**src/rtl/jk_input_conditioner.sv**
```systemverilog
// Two-channel push-button conditioner: per-channel synchroniser, debounce
// counter, and registered rise/fall event pulses. Channels share no state.
module jk_input_conditioner #(
  parameter int SYNC_STAGES     = 2,
  parameter int DEBOUNCE_CYCLES = 4
) (
  input  logic clk,
  input  logic rst,
  input  logic btn_j,
  input  logic btn_k,
  output logic j_out,
  output logic k_out,
  output logic j_rise,
  output logic j_fall,
  output logic k_rise,
  output logic k_fall
);

  localparam int CNT_W = $clog2(DEBOUNCE_CYCLES + 1);
  localparam logic [CNT_W-1:0] CNT_MAX = CNT_W'(DEBOUNCE_CYCLES - 1);

  // Channel index 0 is J, index 1 is K.
  logic [1:0]                  btn_raw;
  logic [1:0][SYNC_STAGES-1:0] sync_q, sync_d;
  logic [1:0]                  sync_x;
  logic [1:0][CNT_W-1:0]       cnt_q, cnt_d;
  logic [1:0]                  stable_q, stable_d;
  logic [1:0]                  rise_q, rise_d;
  logic [1:0]                  fall_q, fall_d;

  assign btn_raw = {btn_k, btn_j};

  // Shift chains plus debounce decision for both channels.
  always_comb begin
    sync_d   = sync_q;
    cnt_d    = cnt_q;
    stable_d = stable_q;
    rise_d   = 2'b00;
    fall_d   = 2'b00;
    sync_x   = 2'b00;
    for (int c = 0; c < 2; c++) begin
      sync_d[c] = {sync_q[c][SYNC_STAGES-2:0], btn_raw[c]};
      sync_x[c] = sync_q[c][SYNC_STAGES-1];
      if (sync_x[c] == stable_q[c]) begin
        cnt_d[c] = {CNT_W{1'b0}};
      end else if (cnt_q[c] == CNT_MAX) begin
        // Difference has held long enough: commit and emit the event pulse.
        cnt_d[c]    = {CNT_W{1'b0}};
        stable_d[c] = sync_x[c];
        rise_d[c]   = sync_x[c];
        fall_d[c]   = ~sync_x[c];
      end else begin
        cnt_d[c] = cnt_q[c] + CNT_W'(1);
      end
    end
  end

  // State registers; reset clears every flop immediately.
  always_ff @(posedge clk or posedge rst) begin
    if (rst) begin
      sync_q   <= '0;
      cnt_q    <= '0;
      stable_q <= 2'b00;
      rise_q   <= 2'b00;
      fall_q   <= 2'b00;
    end else begin
      sync_q   <= sync_d;
      cnt_q    <= cnt_d;
      stable_q <= stable_d;
      rise_q   <= rise_d;
      fall_q   <= fall_d;
    end
  end

  assign j_out  = stable_q[0];
  assign k_out  = stable_q[1];
  assign j_rise = rise_q[0];
  assign j_fall = fall_q[0];
  assign k_rise = rise_q[1];
  assign k_fall = fall_q[1];

endmodule

```
**config.mk**
```make
export PLATFORM = sky130hd
export DESIGN_NAME = jk_input_conditioner
export DESIGN_NICKNAME = d
export VERILOG_FILES = /design/src/rtl/jk_input_conditioner.sv
export SDC_FILE = /design/constraint.sdc
export NUM_CORES = 1
export LEC_CHECK = 0
export CAP_MARGIN = 0
export CELL_PAD_IN_SITES_DETAIL_PLACEMENT = 0
export CELL_PAD_IN_SITES_GLOBAL_PLACEMENT = 2
export CORE_UTILIZATION = 25
export DETAILED_ROUTE_END_ITERATION = 16
export PLACE_DENSITY_LB_ADDON = 0.1
export SLEW_MARGIN = 20
export SYNTH_ARGS = -nofsm -noshare
export SYNTH_HDL_FRONTEND = slang
export SYNTH_SLANG_ARGS = --single-unit
```
**constraint.sdc**
```tcl
create_clock -name clk -period 2.7 [get_ports clk]
set_input_delay 0.27 -clock clk [delete_from_list [all_inputs] [get_ports clk]]
set_output_delay 0.27 -clock clk [all_outputs]
set_load 0.01 [all_outputs]
```
# --- Word level (Yosys, flattened, before mapping) ---
# Cells that the tools add are included.
totals:
  output_inout_bits: 6
  mem_bits_ro: 0
  regBits: 16
  mem_bits_rw: 0
  mem_count: 0
  elab_cells: 32
  latchBits: 0
classes:
  shift: 0
  mul: 0
  eq_ne: 4
  reduce_logical: 2
  n_bitwise: 4
  addsub: 2
  magnitude_cmp: 0
  muxes: 12
  div_mod_pow: 0
op_table:
  columns: ["operator", "count"]
  rows:
  - ["$mux 3", 4]
  - ["$mux 1", 8]
  - ["$add 3x1->3 const B", 2]
  - ["$eq 3x2->1 const B", 2]
  - ["$not 1->1", 4]
  - ["$reduce_and 2->1", 2]
  - ["$eq 1x1->1", 2]

# --- Logic depth before layout (Yosys ltp) ---
# Gate-level depths: netlist of run 1.
logic_depth:
  depth_word: 3
  depth_mapped: 3

# --- Worst setup path after synthesis of run 1 ---
# Ideal clock, no wire load.
synth_path:
  kind: "register -> register"
  start: "register cnt_q[0] (netlist name)"
  end: "register stable_q[0]"
  path_stages_with_launch: 4
  t_arrival_ns: 0.991
  setup_slack_ns: 1.584
  synth_period_minus_slack_ns: 1.116
  setup_ns: 0.125
  n_path_buf: 0
  path_cell_list: "dfrtp_1 -> ha_1 -> nand2b_4 -> mux2_2"
synth_between:
  elab_chain_len: 2
synth_lines:
  columns: ["element", "line", "rtl"]
  rows:
  - ["start: declaration", "26", "logic [1:0][CNT_W-1:0] cnt_q, cnt_d;"]
  - ["start signal: assignment", "68", "cnt_q <= cnt_d;"]
  - ["$eq 3x2->1", "46", "end else if (cnt_q[c] == CNT_MAX) begin"]
  - ["$reduce_and 2->1 (no source line)", null, null]
  - ["end signal: assignment", "69", "stable_q <= stable_d;"]
  - ["end: declaration", "27", "logic [1:0] stable_q, stable_d;"]
# No other way between the ends.
# A chain may end at the register's enable or synchronous reset.

# --- Final worst setup path of run 1 ---
layout_path:
  start: "register stable_q[0]"
  end: "output port j_out"
layout_lines:
  columns: ["element", "line", "rtl"]
  rows:
  - ["end: declaration", "11", "output logic j_out,"]
# No word-level cell between the ends.

==> results of run 1 <==
==> flip-flops by register name (all words and copies together) (netlist names) <==
name,count
cnt_q,6
fall_q,2
rise_q,2
stable_q,2
sync_d,2
sync_q,2
==> kinds of logic (layout without fill, tap and decap cells) <==
| group | count (synthesis) | count (layout) |
|---|---|---|
| and+or+nand+nor | 12 | 12 |
| muxes | 2 | 2 |
| buffers and inverters | 1 | 13 |
| adders and majority gates | 2 | 2 |
| xor gates and xnor gates | 2 | 2 |
| DFF | 16 | 16 |
==> cells in the mapped netlist (all sizes together) <==
cell type and count:
inv 1, nor3b 8, dfrtp 16, mux2 2, nand2b 2, and3b 2, ha 2, xnor2 2
==> routing by layer <==
layer	global-route usage, %	up-vias	part of all wire [%]
met5	0	-	0
met4	5.71	0	0.50
met3	1.85	2	2.9
met2	11.9	4	55
met1	8.70	156	41
li1	-	146	-
==> where the power goes <==
part           internal (mW)  total (mW)  switching [mW]  leakage [nW]
Clock                 0.0515       0.114          0.0629        0.0138
Combinational         0.0957       0.160          0.0644        0.0979
Sequential             0.285       0.319          0.0335         0.206
Total                  0.432       0.593           0.161         0.317
==> final cells by class <==
class                      instances  area (µm²)
fill                             202        1340
sequential                        16         400
multi-input combinational         18         170
timing repair buffer               9        90.1
tap                               27        33.8
clock buffer                       3        22.5
inverter                           1        3.75
==> worst paths after layout <==
check,slack (ns),to,cells past startpoint
max,1.18,j_out,1
min,0.35,sync_d[1],2
max reg2reg,1.52,stable_q[1],3
min reg2reg,0.36,sync_q[1],0
max in group asynchronous,1.96,cnt_q[5],2
min in group clk,0.36,sync_q[1],0
==> reports/metrics.cfg, run 1 <==
[outcome]
status = complete, no violations

[layout]
final_common_cell = dfrtp_1
layout-drive-gt1-share_pct = 14.9
utilization_pct = 35.0
nNetsFinal = 55
syn_to_final_growth_pct = 25.5
insertedDiodeCount = 0
finish.instance_area_um2 = 721
stdcell_count = 74
mostFrequentLayoutCells = 16 x dfrtp_1, 9 x clkdlybuf4s50_1, 8 x nor3b_1

[detailed_routing]
dr.pass1.iters = 1
wl_per_cell_um = 10.8
drt-initial-drc-count = 0
vias = 308
drt_wl_total_um = 799
drc = 0
vias_per_cell = 4.16
ant_nets = 0

[placed_design]
placed_area_um2 = 698
io_buffers = 9
routabilityCongestion = 0.593
placedCellCount = 71
place_hpwl_um = 632
dp_slack_ns = 1.47

[timing]
setup_viol = 0
maxSlewHeadroom_pct = 60.8
fin_skew_ns = 0.000411
fmax_mhz = 658
tightest_slew_ns = 0.587
finalCritPeriodShare_pct = 56.3
fin_crit_ns = 1.52
drv_slew = 0
setup_tns_ns = 0
rsz0062_at_grt = false
layout_setup_ws_ns = 1.18
finalHoldViolCount = 0
whs_ns = 0.350

[run]
drv_cap = 0

[logic_synthesis]
synth_nets = 41
synth_fa_ha_area_share_pct = 4.36
ys_types = 8
ys_seq_area_share_pct = 69.7
synth_area_leader_cell = dfrtp_1
syn_area_per_cell_um2 = 16.4
synth_mux_area_share_pct = 3.92
synth_xor_area_share_pct = 3.05
synth_top_family_by_area = simple AND/OR/NAND/NOR gates
ys_ff_latch = 16
synth_area_um2 = 574
synthCells = 35
synth_compound_area_share_pct = 0
yosysWarnings = 0
synth_top_area_share_pct = 69.7
synthTopCellsByArea = dfrtp_1 70%, nor3b_1 10%, nand2b_4 4.8%
post_synth_and_or_nand_nor_area_fraction_pct = 18.3

[clock_network]
clockBufferDepth = 2
clkTransAtPathRegs_ns = 0.08
htreeDepth = 1
ctsRootBufferMaster = clkbuf_4
cts_tree = built
cts_buffers = 3
cts.repair.resized = 0
insertion_delay_ns = 0.27
postCtsHoldBufs = 0
post_cts_buffers = 0
clkSinkCount = 16

[grt]
grt_usage_pct = 7.55
grt_first_pass_wirelength_um = 1340
gr-total-overflow = 0
grt_pass1_vias = 318
grt_antenna_before_repair = 0
grt_start_max_net_pins = 17

[power_and_ir_drop]
leakage_nw = 0.317
p_per_area_nw_per_um2 = 823
ir_worst_vdd_mv = 0.328
total_power_uw = 593

[die]
coreArea_um2 = 2060
initial_utilization_pct = 27.9
die_h_um = 49.9
die_w_um = 49.9
die-area_um2 = 2490
rows = 16
io_pins = 10

[setup_path]
crit_start = stable_q[0]
slowest_delay_ns = 0.56
cp_top_family = buffers and inverters
cp_max_fo = 5
worstSetupStartpointType = register
path_buf_inv = 1
crit_chain = clkdlybuf4s50_1
arrival_ns = 1.25
path_class = reg2out
r2r-start = cnt_q[3]
required_ns = 2.43
cp-end-kind = primary output
crit_slowest_cell = clkdlybuf4s50_1

[hold_path]
hp-class = in2async

No activity file was read; power rests on OpenSTA's default activity.
==> run 2, diff against run 1 <==
==> constraint.sdc (replaced) <==
create_clock -name clk -period 1.55 [get_ports clk]
set_input_delay 0.155 -clock clk [delete_from_list [all_inputs] [get_ports clk]]
set_output_delay 0.155 -clock clk [all_outputs]
set_load 0.01 [all_outputs]
==> run 2 against run 1 <==
Compared with the run above: flip-flop and latch count is the same; die area is the same; global-route usage grew 0.84 points; final cell count grew 1.4%; register-to-register slack lost 1.2 ns; non-clock buffer count is the same; worst hold slack lost 0.12 ns; final area grew 1.9%; worst setup slack lost 1.1 ns; critical path type unchanged; critical endpoint is now k_out; highest routed layer unchanged.
==> reports/metrics.cfg, run 2 (synthesis results as in run 1) <==
[layout]
insertedDiodeCount = 0  ; unchanged
finish.instance_area_um2 = 734  ; +1.9%
largest_reg_flops = 6  ; unchanged
multi_input_area_um2 = 170  ; unchanged
mostFrequentLayoutCells = 16 x dfrtp_1, 9 x clkdlybuf4s50_1, 8 x nor3b_1
final_common_cell = dfrtp_1
top_register = cnt_q
n_fill_cell = 207  ; +2.5%
utilization_pct = 35.6  ; +0.67 points
nNetsFinal = 55  ; unchanged
syn_to_final_growth_pct = 27.9
layout-drive-gt1-share_pct = 16.7  ; +1.8 points
register_area_um2 = 400  ; unchanged

[timing]
setup_viol = 0  ; unchanged
finalHoldViolCount = 0  ; unchanged
maxSlewHeadroom_pct = 60.4  ; -0.43 points
tightest_slew_ns = 0.593  ; +0.00645 ns
fin_skew_ns = 0.000450  ; +0.0000389 ns
fmax_mhz = 702
setup_tns_ns = 0  ; unchanged
fin_crit_ns = 1.42
finalCritPeriodShare_pct = 91.8
drv_slew = 0  ; unchanged
whs_ns = 0.230  ; -0.120 ns
rsz0062_at_grt = false

[die]
rows = 16  ; unchanged
die_h_um = 49.9  ; unchanged
coreArea_um2 = 2060  ; unchanged
io_pins = 10  ; unchanged
die-area_um2 = 2490  ; unchanged
initial_utilization_pct = 27.9  ; unchanged
die_w_um = 49.9  ; unchanged

[placed_design]
placed_area_um2 = 698  ; unchanged
io_buffers = 9  ; unchanged
routabilityCongestion = 0.679  ; +14%

[power_and_ir_drop]
total_power_mw = 1.10  ; +86%
leakage_nw = 0.325  ; +2.3%
ir_worst_vdd_mv = 0.559  ; +70%
p_per_area_nw_per_um2 = 1500  ; +83%

[setup_path]
path_buf_inv = 1  ; unchanged
crit_chain = clkdlybuf4s50_1
path_depth = 1  ; unchanged
cp-end-kind = primary output
arrival_ns = 1.27  ; +0.02 ns
rr_worst_depth = 3  ; unchanged
required_ns = 1.39  ; -1.04 ns
path_class = reg2out
cp_top_family = buffers and inverters
cp_max_fo = 5  ; unchanged
worstSetupStartpointType = register
crit_slowest_cell = clkdlybuf4s50_1
slowest_delay_ns = 0.57  ; about the same

[clock_network]
cts_tree = built
clockBufferDepth = 2  ; unchanged
clkTransAtPathRegs_ns = 0.09  ; about the same
htreeDepth = 1  ; unchanged
cts.repair.resized = 0  ; unchanged
insertion_delay_ns = 0.28  ; about the same
post_cts_buffers = 0  ; unchanged
postCtsHoldBufs = 0  ; unchanged
clkSinkCount = 16  ; unchanged
ctsRootBufferMaster = clkbuf_4
cts_buffers = 3  ; unchanged

[detailed_routing]
vias = 311  ; +0.97%
drt_wl_total_um = 843  ; +5.5%
drt-initial-drc-count = 0  ; unchanged
drc = 0  ; unchanged
ant_nets = 0  ; unchanged
wl_per_cell_um = 11.2  ; +4.1%
vias_per_cell = 4.15  ; -0.37%
dr.pass1.iters = 1  ; unchanged

[hold_path]
hp-class = in2async

[outcome]
status = complete, no violations

[grt]
grt_usage_pct = 8.39  ; +0.84 points
grt_antenna_before_repair = 0  ; unchanged
grt_start_max_net_pins = 17  ; unchanged
grt_pass1_vias = 334  ; +5.0%
gr-total-overflow = 0  ; unchanged
grt_first_pass_wirelength_um = 1470  ; +9.8%

[run]
drv_cap = 0  ; unchanged

==> run 2: layer usage <==
layer	share of wire (%)	wire [µm]	global-route usage, %	vias up
met1	43	359	9.07	160
met4	0.47	4	7.14	0
met2	54	454	13.7	4
li1	-	-	-	145
met5	0	0	0	-
met3	3.1	26	1.85	2
==> run 2: metrics by stage <==
stage	setup WS (ns)	std cells
after floorplan	0.434	35
after global placement	0.407	71
after detailed placement	0.374	71
after CTS	0.0992	75
after global routing	0.0445	75
final	0.126	75
==> run 2: power breakdown <==
| part | leakage [nW] | switching [mW] | total [mW] | internal [mW] |
|---|---|---|---|---|
| Clock | 0.0210 | 0.126 | 0.269 | 0.143 |
| Sequential | 0.206 | 0.0581 | 0.554 | 0.496 |
| Combinational | 0.0979 | 0.115 | 0.281 | 0.167 |
==> run 2: layout make-up <==
| class | count | area share (%) |
|---|---|---|
| Sequential cell | 16 | 54.5 |
| Multi-Input combinational cell | 18 | 23.2 |
| Timing Repair Buffer | 9 | 12.3 |
| Clock buffer | 4 | 4.94 |
| Tap cell | 27 | 4.60 |
| Inverter | 1 | 0.511 |
==> run 2: worst paths after layout <==
path / startpoint / end / slack [ns]
setup reg to reg: cnt_q[3] / stable_q[1] / 0.37
setup / recovery: stable_q[1] / k_out / 0.13
hold / removal: rst / sync_d[3] / 0.23
min in group clk: btn_k / sync_d[3] / 0.30
hold reg to reg: sync_d[1] / sync_q[1] / 0.36
max in group asynchronous: rst / sync_q[3] / 0.94
==> run 3, diff against run 2 <==
==> constraint.sdc (replaced) <==
create_clock -name clk -period 1.55 [get_ports clk]
set_input_delay 0.155 -clock clk [delete_from_list [all_inputs] [get_ports clk]]
set_output_delay 0.155 -clock clk [all_outputs]
set_load 0.05 [all_outputs]
==> run 3 against run 2 <==
Compared with the run above: routed wire length decreased by 0.36%; count of clock-buffer cells in the layout unchanged; global-route usage increased by 0.19 points; worst setup slack improved by 0.25 ns; critical path depth increased by 2; sequential share of layout area increased by 1.1 points; register-to-register slack about the same; critical path type is now reg2reg; largest cell class unchanged; highest routed layer unchanged.
==> reports/metrics.cfg, run 3 (synthesis results as in run 1) <==
[detailed_routing]
dr.pass1.iters = 2  ; +1
highest_layer = met4
route.met3.wl_um = 31  ; +19%
drc = 0  ; unchanged
wl_per_cell_um = 11.2  ; -0.36%
route.met2.wl_um = 424  ; -6.6%
drt_wl_total_um = 840  ; -0.36%
ant_nets = 0  ; unchanged
vias = 312  ; +0.32%
wl_met1_um = 361  ; +0.56%
vias_per_cell = 4.16  ; +0.32%
drt-initial-drc-count = 3  ; +3

[layout]
utilization_pct = 34.9  ; -0.73 points
largest_reg_flops = 6  ; unchanged
n_fill_cell = 204  ; -1.4%
mostFrequentLayoutCells = 16 x dfrtp_1, 8 x nor3b_1, 6 x buf_4
multi_input_area_um2 = 170  ; unchanged
layout-drive-gt1-share_pct = 29.2  ; +13 points
nNetsFinal = 55  ; unchanged
stdcell_count = 75  ; unchanged
finish.instance_area_um2 = 719  ; -2.0%
syn_to_final_growth_pct = 25.3
register_area_um2 = 400  ; unchanged
final_common_cell = dfrtp_1
insertedDiodeCount = 0  ; unchanged
top_register = cnt_q

[power_and_ir_drop]
p_per_area_nw_per_um2 = 1670  ; +11%
pwr-share-clk_pct = 23.2  ; -1.2 points
ir_worst_vdd_mv = 0.751  ; +34%
total_power_mw = 1.20  ; +9.0%
p_int_uw = 794  ; -1.5%
seq_power_share_pct = 46.2  ; -4.0 points
leakage_nw = 0.335  ; +3.2%
switchingPower_uw = 410  ; +37%
power.share.switching_pct = 34.1  ; +7.0 points
p_comb_share_pct = 30.6  ; +5.1 points

[die]
rows = 16  ; unchanged
die-area_um2 = 2490  ; unchanged
io_pins = 10  ; unchanged
die_h_um = 49.9  ; unchanged
die_w_um = 49.9  ; unchanged
initial_utilization_pct = 27.9  ; unchanged
coreArea_um2 = 2060  ; unchanged

[clock_network]
clkSinkCount = 16  ; unchanged
clkTransAtPathRegs_ns = 0.10  ; about the same
htreeDepth = 1  ; unchanged
ctsRootBufferMaster = clkbuf_4
clockBufferDepth = 2  ; unchanged
cts.repair.resized = 0  ; unchanged
postCtsHoldBufs = 0  ; unchanged
cts_tree = built
cts_buffers = 3  ; unchanged
insertion_delay_ns = 0.29  ; about the same
post_cts_buffers = 0  ; unchanged

[setup_path]
path_class = reg2reg
crit_start = cnt_q[3]
arrival_ns = 1.36  ; +0.09 ns
cp-end-kind = register
r2r_end = stable_q[1]
r2r_slack_ns = 0.37  ; about the same
required_ns = 1.73  ; +0.34 ns
rr_worst_depth = 3  ; unchanged
cp_max_fo = 5  ; unchanged
r2r-start = cnt_q[3]
worstSetupStartpointType = register

[grt]
grt_first_pass_wirelength_um = 1520  ; +3.3%
grt_pass1_vias = 361  ; +8.1%
grt_start_max_net_pins = 17  ; unchanged
grt_usage_pct = 8.58  ; +0.19 points
grt_antenna_before_repair = 0  ; unchanged
gr-total-overflow = 0  ; unchanged

[timing]
rsz0062_at_grt = false
maxSlewHeadroom_pct = 61.1  ; +0.66 points
fmax_mhz = 850  ; +21%
setup_viol = 0  ; unchanged
drv_slew = 0  ; unchanged
tightest_slew_ns = 0.583  ; -0.00986 ns
fin_skew_ns = 0.00107  ; +0.000624 ns
setup_tns_ns = 0  ; unchanged
fin_crit_ns = 1.18  ; -0.247 ns
finalCritPeriodShare_pct = 75.9  ; -16 points
finalHoldViolCount = 0  ; unchanged

[placed_design]
routabilityCongestion = 0.645  ; -5.1%
place_hpwl_um = 631
io_buffers = 9  ; unchanged
placed_area_um2 = 683  ; -2.2%
placedCellCount = 71  ; unchanged

[run]
drv_cap = 0  ; unchanged

[hold_path]
hp-class = in2async

[outcome]
status = complete, no violations

-- run 3: through the flow --
step	hold WS, ns	setup WS, ns
floorplan	0.0687	0.378
global placement	0.332	0.408
detailed placement	0.335	0.380
CTS	0.237	0.364
global route	0.275	0.323
finish	0.214	0.373
-- run 3: metal layers --
| layer | vias to the layer above | track usage (%) |
|---|---|---|
| met1 | 157 | 10.0 |
| met3 | 3 | 2.78 |
| li1 | 145 | - |
| met4 | 0 | 7.14 |
| met2 | 7 | 12.6 |
| met5 | - | 0 |
-- run 3: power groups by stage --
stage / logic (mW) / registers, mW / clock network, mW
5_1_grt: 0.392 / 0.572 / 0.315
4_1_cts: 0.378 / 0.559 / 0.286
6_report: 0.369 / 0.556 / 0.279
2_1_floorplan: 0.161 / 0.668 / 0
3_5_place_dp: 0.378 / 0.567 / 0
3_3_place_gp: 0.358 / 0.557 / 0
-- run 3: worst max path at each step --
stage                   to  depth (start not counted)
2_1_floorplan     cnt_q[1]                          2
3_3_place_gp   stable_q[1]                          3
3_5_place_dp   stable_q[1]                          3
4_1_cts        stable_q[1]                          3
5_1_grt        stable_q[1]                          3
6_report       stable_q[1]                          3
-- run 3: cell type report --
type,count,share of cell area [%]
clock buffer,4,5.04
inverter,1,0.522
multi-input combinational,18,23.7
sequential,16,55.7
tap,27,4.70
timing repair buffer,9,10.4
-- run 3: critical path, cell delays in order (launching register included) --
cell	delay [ns]
dfrtp_1	0.39
ha_1	0.24
nand2b_4	0.11
mux2_2	0.33
